### src/rtl/mem_access_unit.sv
// Memory stage of the RV64 pipeline: issues loads/stores on a valid/ready data bus,
// aligns/extends load data, traps misaligned accesses and times out on silent responses.
module mem_access_unit #(
    parameter int XLEN    = 64,
    parameter int TIMEOUT = 255
) (
    input  logic            clk,
    input  logic            rst,
    input  logic            in_valid,
    output logic            in_ready,
    input  logic [3:0]      in_mem_op,
    input  logic [XLEN-1:0] in_alu_result,
    input  logic [XLEN-1:0] in_store_data,
    input  logic [4:0]      in_rd,
    input  logic            in_rd_wen,
    output logic            req_valid,
    input  logic            req_ready,
    output logic [XLEN-1:0] req_addr,
    output logic            req_wen,
    output logic [7:0]      req_wmask,
    output logic [XLEN-1:0] req_wdata,
    input  logic            rsp_valid,
    input  logic [XLEN-1:0] rsp_rdata,
    output logic            out_valid,
    output logic [4:0]      out_rd,
    output logic            out_rd_wen,
    output logic [XLEN-1:0] out_rd_data,
    output logic            out_misalign,
    output logic            out_bus_err
);
    typedef enum logic [1:0] {IDLE, REQ, WAIT, DONE} state_t;
    localparam int CW = $clog2(TIMEOUT + 1);
    localparam int NB = XLEN / 8;

    state_t            state_q, state_d;
    logic [3:0]        op_q, op_d;
    logic [XLEN-1:0]   addr_q, addr_d;
    logic [XLEN-1:0]   sdata_q, sdata_d;
    logic [4:0]        rd_q, rd_d;
    logic              rd_wen_q, rd_wen_d;
    logic [CW-1:0]     cnt_q, cnt_d;
    logic              out_valid_q, out_valid_d;
    logic [4:0]        out_rd_q, out_rd_d;
    logic              out_rd_wen_q, out_rd_wen_d;
    logic [XLEN-1:0]   out_rd_data_q, out_rd_data_d;
    logic              out_misalign_q, out_misalign_d;
    logic              out_bus_err_q, out_bus_err_d;

    logic [XLEN-1:0]   wdata_rep;
    logic [2:0]        lane_sel;
    logic [XLEN-1:0]   load_shifted;

    function automatic logic is_mem(input logic [3:0] op);
        return (op >= 4'd1) && (op <= 4'd11);
    endfunction

    function automatic logic is_store(input logic [3:0] op);
        return (op >= 4'd8) && (op <= 4'd11);
    endfunction

    // log2 of the access size in bytes
    function automatic logic [1:0] op_size(input logic [3:0] op);
        case (op)
            4'd2, 4'd6, 4'd9:  return 2'd1;
            4'd3, 4'd7, 4'd10: return 2'd2;
            4'd4, 4'd11:       return 2'd3;
            default:           return 2'd0;
        endcase
    endfunction

    function automatic logic misaligned(input logic [3:0] op, input logic [2:0] off);
        case (op_size(op))
            2'd1:    return off[0];
            2'd2:    return |off[1:0];
            2'd3:    return |off;
            default: return 1'b0;
        endcase
    endfunction

    function automatic logic [XLEN-1:0] load_extend(input logic [3:0] op, input logic [XLEN-1:0] d);
        case (op)
            4'd1:    return {{(XLEN-8){d[7]}}, d[7:0]};
            4'd2:    return {{(XLEN-16){d[15]}}, d[15:0]};
            4'd3:    return {{(XLEN-32){d[31]}}, d[31:0]};
            4'd5:    return {{(XLEN-8){1'b0}}, d[7:0]};
            4'd6:    return {{(XLEN-16){1'b0}}, d[15:0]};
            4'd7:    return {{(XLEN-32){1'b0}}, d[31:0]};
            default: return d;
        endcase
    endfunction

    // Each byte lane repeats the source byte at (lane mod access size).
    always_comb begin
        case (op_size(op_q))
            2'd0:    lane_sel = 3'd0;
            2'd1:    lane_sel = 3'd1;
            2'd2:    lane_sel = 3'd3;
            default: lane_sel = 3'd7;
        endcase
    end

    for (genvar gi = 0; gi < NB; gi++) begin : g_lane
        logic [2:0] src;
        assign src = 3'(gi) & lane_sel;
        assign wdata_rep[8*gi +: 8] = sdata_q[{src, 3'b000} +: 8];
    end

    assign load_shifted = rsp_rdata >> {addr_q[2:0], 3'b000};

    assign in_ready  = (state_q == IDLE);
    assign req_valid = (state_q == REQ);
    assign req_wen   = req_valid && is_store(op_q);
    assign req_addr  = req_valid ? {addr_q[XLEN-1:3], 3'b000} : '0;
    assign req_wdata = req_wen ? wdata_rep : '0;

    always_comb begin
        req_wmask = 8'h00;
        if (req_wen) begin
            case (op_size(op_q))
                2'd0:    req_wmask = 8'h01 << addr_q[2:0];
                2'd1:    req_wmask = 8'h03 << addr_q[2:0];
                2'd2:    req_wmask = 8'h0F << addr_q[2:0];
                default: req_wmask = 8'hFF;
            endcase
        end
    end

    always_comb begin
        state_d        = state_q;
        op_d           = op_q;
        addr_d         = addr_q;
        sdata_d        = sdata_q;
        rd_d           = rd_q;
        rd_wen_d       = rd_wen_q;
        cnt_d          = cnt_q;
        out_valid_d    = 1'b0;
        out_rd_d       = '0;
        out_rd_wen_d   = 1'b0;
        out_rd_data_d  = '0;
        out_misalign_d = 1'b0;
        out_bus_err_d  = 1'b0;
        case (state_q)
            IDLE: begin
                if (in_valid) begin
                    op_d     = in_mem_op;
                    addr_d   = in_alu_result;
                    sdata_d  = in_store_data;
                    rd_d     = in_rd;
                    rd_wen_d = in_rd_wen;
                    if (!is_mem(in_mem_op)) begin
                        state_d       = DONE;
                        out_valid_d   = 1'b1;
                        out_rd_d      = in_rd;
                        out_rd_wen_d  = in_rd_wen;
                        out_rd_data_d = in_alu_result;
                    end else if (misaligned(in_mem_op, in_alu_result[2:0])) begin
                        state_d        = DONE;
                        out_valid_d    = 1'b1;
                        out_rd_d       = in_rd;
                        out_misalign_d = 1'b1;
                    end else begin
                        state_d = REQ;
                    end
                end
            end
            REQ: begin
                if (req_ready) begin
                    state_d = WAIT;
                    cnt_d   = '0;
                end
            end
            WAIT: begin
                if (rsp_valid) begin
                    state_d     = DONE;
                    out_valid_d = 1'b1;
                    out_rd_d    = rd_q;
                    if (!is_store(op_q)) begin
                        out_rd_wen_d  = rd_wen_q;
                        out_rd_data_d = load_extend(op_q, load_shifted);
                    end
                end else if (cnt_q == CW'(TIMEOUT - 1)) begin
                    // this cycle's increment would reach TIMEOUT
                    state_d       = DONE;
                    out_valid_d   = 1'b1;
                    out_rd_d      = rd_q;
                    out_bus_err_d = 1'b1;
                end else begin
                    cnt_d = cnt_q + 1'b1;
                end
            end
            DONE:    state_d = IDLE;
            default: state_d = IDLE;
        endcase
    end

    always_ff @(posedge clk) begin
        if (rst) begin
            state_q        <= IDLE;
            op_q           <= '0;
            addr_q         <= '0;
            sdata_q        <= '0;
            rd_q           <= '0;
            rd_wen_q       <= 1'b0;
            cnt_q          <= '0;
            out_valid_q    <= 1'b0;
            out_rd_q       <= '0;
            out_rd_wen_q   <= 1'b0;
            out_rd_data_q  <= '0;
            out_misalign_q <= 1'b0;
            out_bus_err_q  <= 1'b0;
        end else begin
            state_q        <= state_d;
            op_q           <= op_d;
            addr_q         <= addr_d;
            sdata_q        <= sdata_d;
            rd_q           <= rd_d;
            rd_wen_q       <= rd_wen_d;
            cnt_q          <= cnt_d;
            out_valid_q    <= out_valid_d;
            out_rd_q       <= out_rd_d;
            out_rd_wen_q   <= out_rd_wen_d;
            out_rd_data_q  <= out_rd_data_d;
            out_misalign_q <= out_misalign_d;
            out_bus_err_q  <= out_bus_err_d;
        end
    end

    assign out_valid    = out_valid_q;
    assign out_rd       = out_rd_q;
    assign out_rd_wen   = out_rd_wen_q;
    assign out_rd_data  = out_rd_data_q;
    assign out_misalign = out_misalign_q;
    assign out_bus_err  = out_bus_err_q;
endmodule

### config.mk
export PLATFORM = sky130hd
export DESIGN_NAME = mem_access_unit
export DESIGN_NICKNAME = d
export VERILOG_FILES = /design/src/rtl/mem_access_unit.sv
export SDC_FILE = /design/constraint.sdc
export NUM_CORES = 1
export LEC_CHECK = 0
export ABC_AREA = 1
export CORE_ASPECT_RATIO = 2
export CORE_MARGIN = 2
export CORE_UTILIZATION = 46
export CTS_CLUSTER_DIAMETER = 120
export DETAILED_ROUTE_END_ITERATION = 16
export PLACE_DENSITY = 0.88
export SLEW_MARGIN = 20
export SYNTH_ARGS = -nofsm -noshare
export SYNTH_HDL_FRONTEND = slang
export SYNTH_SLANG_ARGS = --single-unit
### constraint.sdc
create_clock -name clk -period 2.6 [get_ports clk]
set_input_delay 0.26 -clock clk [delete_from_list [all_inputs] [get_ports clk]]
set_output_delay 0.26 -clock clk [all_outputs]
set_load 0.03 [all_outputs]
==> out/qor.yml <==
timing:
  maxSlewViolCount: 0
  layout_setup_ws_ns: 0.0413
  relSlewSlack: 0.425
  worstMarginPinSlew_ns: 0.862
  hold_violations: 0
  period_needed_ns: 2.56
  min_period_over_period: 0.984
  setup_viol: 0
  fmax_mhz: 391
  grt_setup_unrepaired: "true"
  clock_skew_ns: 0.0152
  whs_ns: 0.124
synth:
  synthesis.area_sq_um: 12100
  synth_warnings: 0
  synthTopCellsByArea: "dfxtp_1 (37%), nand2_1 (16%), a21oi_1 (9.0%)"
  seq_area_frac_synth: 0.368
  netlist_instances: 1908
  synth.distinct_cells: 43
  yosys.area.top_type: "dfxtp_1"
  yosysTopAreaCellShare: 0.368
  synth_common_cells: "nand2_1 (517), dfxtp_1 (223), a21oi_1 (219)"
  ys_async_sr_fraction: 0
  avgSynthCellArea_sq_um: 6.36
  synth-seq-cells: 223
  synth_edf_count: 0
  ys.flop_type: "dfxtp_1"
  yosysMostFrequentCell: "nand2_1"
job:
  max_cap_violations: 0
global_routing:
  grt_max_degree: 111
  grt_usage: 0.333
  antenna_found_initial: 2
  grt_pass1_vias: 13472
  overflow: 0
  grt_first_pass_wirelength_um: 73800
detailed_routing:
  vias_per_cell: 5.55
  vias: 14641
  post-route-drc-count: 0
  routed.top_layer: "met4"
  wl_met1_um: 18100
  wire_per_inst_um: 18.6
  wirelength_um: 48900
  wl_met2_um: 22800
  ant_nets: 0
  wl_met3_um: 4980
  drt_first_iter_violations: 1645
  first_pass_iters: 6
final_layout:
  layout-drive-gt1-share: 0.105
  final_core_util: 0.678
  multi_input_area_sq_um: 6620
  final_nets: 2497
  n_fill_cell: 2152
  ff_latch_area_sq_um: 4470
  area_growth_syn_to_layout_pct: 45.6
clock_tree:
  cts_sinks: 223
  numCtsBuffers: 21
  clockBufferDepth: 3
  cts_tree: "built"
  cts_root_buffer: "clkbuf_16"
  cts.htree.levels: 1
  path_clk_slew_ns: 0.08
  clock_latency_ns: 0.52
run_status:
  outcome: "finished, final reports clean"
floorplanning:
  start_util: 0.465
  io_pins: 419
  die_area_sq_um: 27800
  die_width_um: 119
  core-area_sq_um: 26100
  num_rows: 84
  die_h_um: 234
worst_setup_path:
  endpoint_kind: "output port"
  crit_fanout: 63
  required_ns: 2.34
  worstSetupPathType: "flop to output port"
  crit_path_start_kind: "flop"
  arrival_ns: 2.30
power:
  peakVddDrop_uv: 823
  p_leak_nw: 8.18
  powerDensity_nw_per_um2: 831
placed_design:
  hpwl_um: 36400
  dp_slack_ns: -0.00979
  globalplace.congestion: 0.980
  portBuffers: 415
hold_path:
  hold_class: "input port to flop"
repair_timing:
| item | in CTS | in global routing |
|---|---|---|
| hold endpoints to repair | 0 | 0 |
| buffers inserted | 2 | 7 |
| resized for setup | 39 | 82 |
| gates cloned | 1 | 0 |
| hold buffers | 0 | 0 |
| pin swaps | 1 | 7 |
| setup endpoints to repair | 92 | 107 |
metal layers:
layer  vias to the layer above  GRT usage
met1                      6654      0.391
met4                         0      0.191
met5                         -          0
met2                       911      0.554
met3                       165     0.0767
li1                       6911          -
flip-flops by register name (all words and copies together), names as in the netlist, named ones only:
signal        flops
state_q           2
op_q              4
rd_wen_q          1
rd_q              5
out_bus_err       1
sdata_q          64
cnt_q             8
out_misalign      1
addr_q           64
out_valid         1
out_rd_wen        1
out_rd            5
out_rd_data      64
final timing paths:
check	start	end	slack, ns	cells past startpoint
setup reg to reg	state_q[0]	out_rd_data[58]	0.28	9
hold / removal	rst	op_q[3]	0.12	4
setup / recovery	state_q[1]	req_addr[43]	0.04	6
hold reg to reg	addr_q[34]	addr_q[34]	0.47	2
layout make-up:
type | instances | share of cell area
well taps | 344 | 0.0244
inverters | 157 | 0.0342
diodes | 2 | 0.000283
clock buffers | 29 | 0.0343
repair buffers | 490 | 0.274
clock inverters | 9 | 0.00482
flip-flops and latches | 223 | 0.253
multi-input cells | 1382 | 0.375
layout by cell type, fill, tap and decap left out, drive strengths merged:
cell           count
dlymetal6s2s      36
nor3               7
o32ai              3
a221oi            15
clkinvlp           4
buf              145
o21a               5
xor2               2
inv              156
nor2             204
nand3b             1
bufinv             1
dfxtp            223
nand2            523
clkinv             5
a21oi            220
o311ai             1
clkdlybuf4s50    305
and2               4
nand3            143
diode              2
o22ai              3
a31oi              1
o21ai            193
nand4              4
conb               3
a21boi             1
mux2i              7
o21bai             1
dlygate4sd2        3
o211ai             3
ha                15
a21o               1
clkbuf            30
or2                2
nor4               2
a211oi            18
stage by stage:
| step | total power [mW] | std cells | instance area, sq um | TNS [ns] |
|---|---|---|---|---|
| final | 14.7 | 2636 | 17700 | 0 |
| after global routing | 15.5 | 2636 | 17700 | -0.264 |
| after CTS | 14.3 | 2627 | 17300 | -2.81 |
| after detailed placement | 11.1 | 2586 | 16500 | -0.00979 |
| after global placement | 10.9 | 2586 | 16500 | 0 |
| after floorplan | 8.74 | 1910 | 12100 | -1.64 |
cell families (layout without fill, tap and decap cells):
kind of cell,Yosys count,after routing,synth area share
compound gates,465,465,0.205
mux,7,7,0.00578
other cells,1,5,0.000309
simple gates,890,890,0.299
fa+ha+maj,15,15,0.0155
flops,223,223,0.368
buf+inv,305,685,0.105
xor+xnor,2,2,0.00144
power by group:
| group | internal [mW] | switching (mW) | total (mW) |
|---|---|---|---|
| Clock | 1.74 | 1.40 | 3.14 |
| Sequential | 4.06 | 0.429 | 4.49 |
| Combinational | 2.40 | 4.64 | 7.04 |
| Total | 8.20 | 6.46 | 14.7 |
worst max-delay path, cell delays in order (launching register included):
cell and delay, ns:
dfxtp_1 0.32, inv_1 0.13, ha_4 0.19, buf_16 0.28, nand2_1 0.11, inv_1 0.06
clkdlybuf4s50_1 0.66
No activity file was read; power rests on OpenSTA's default activity.
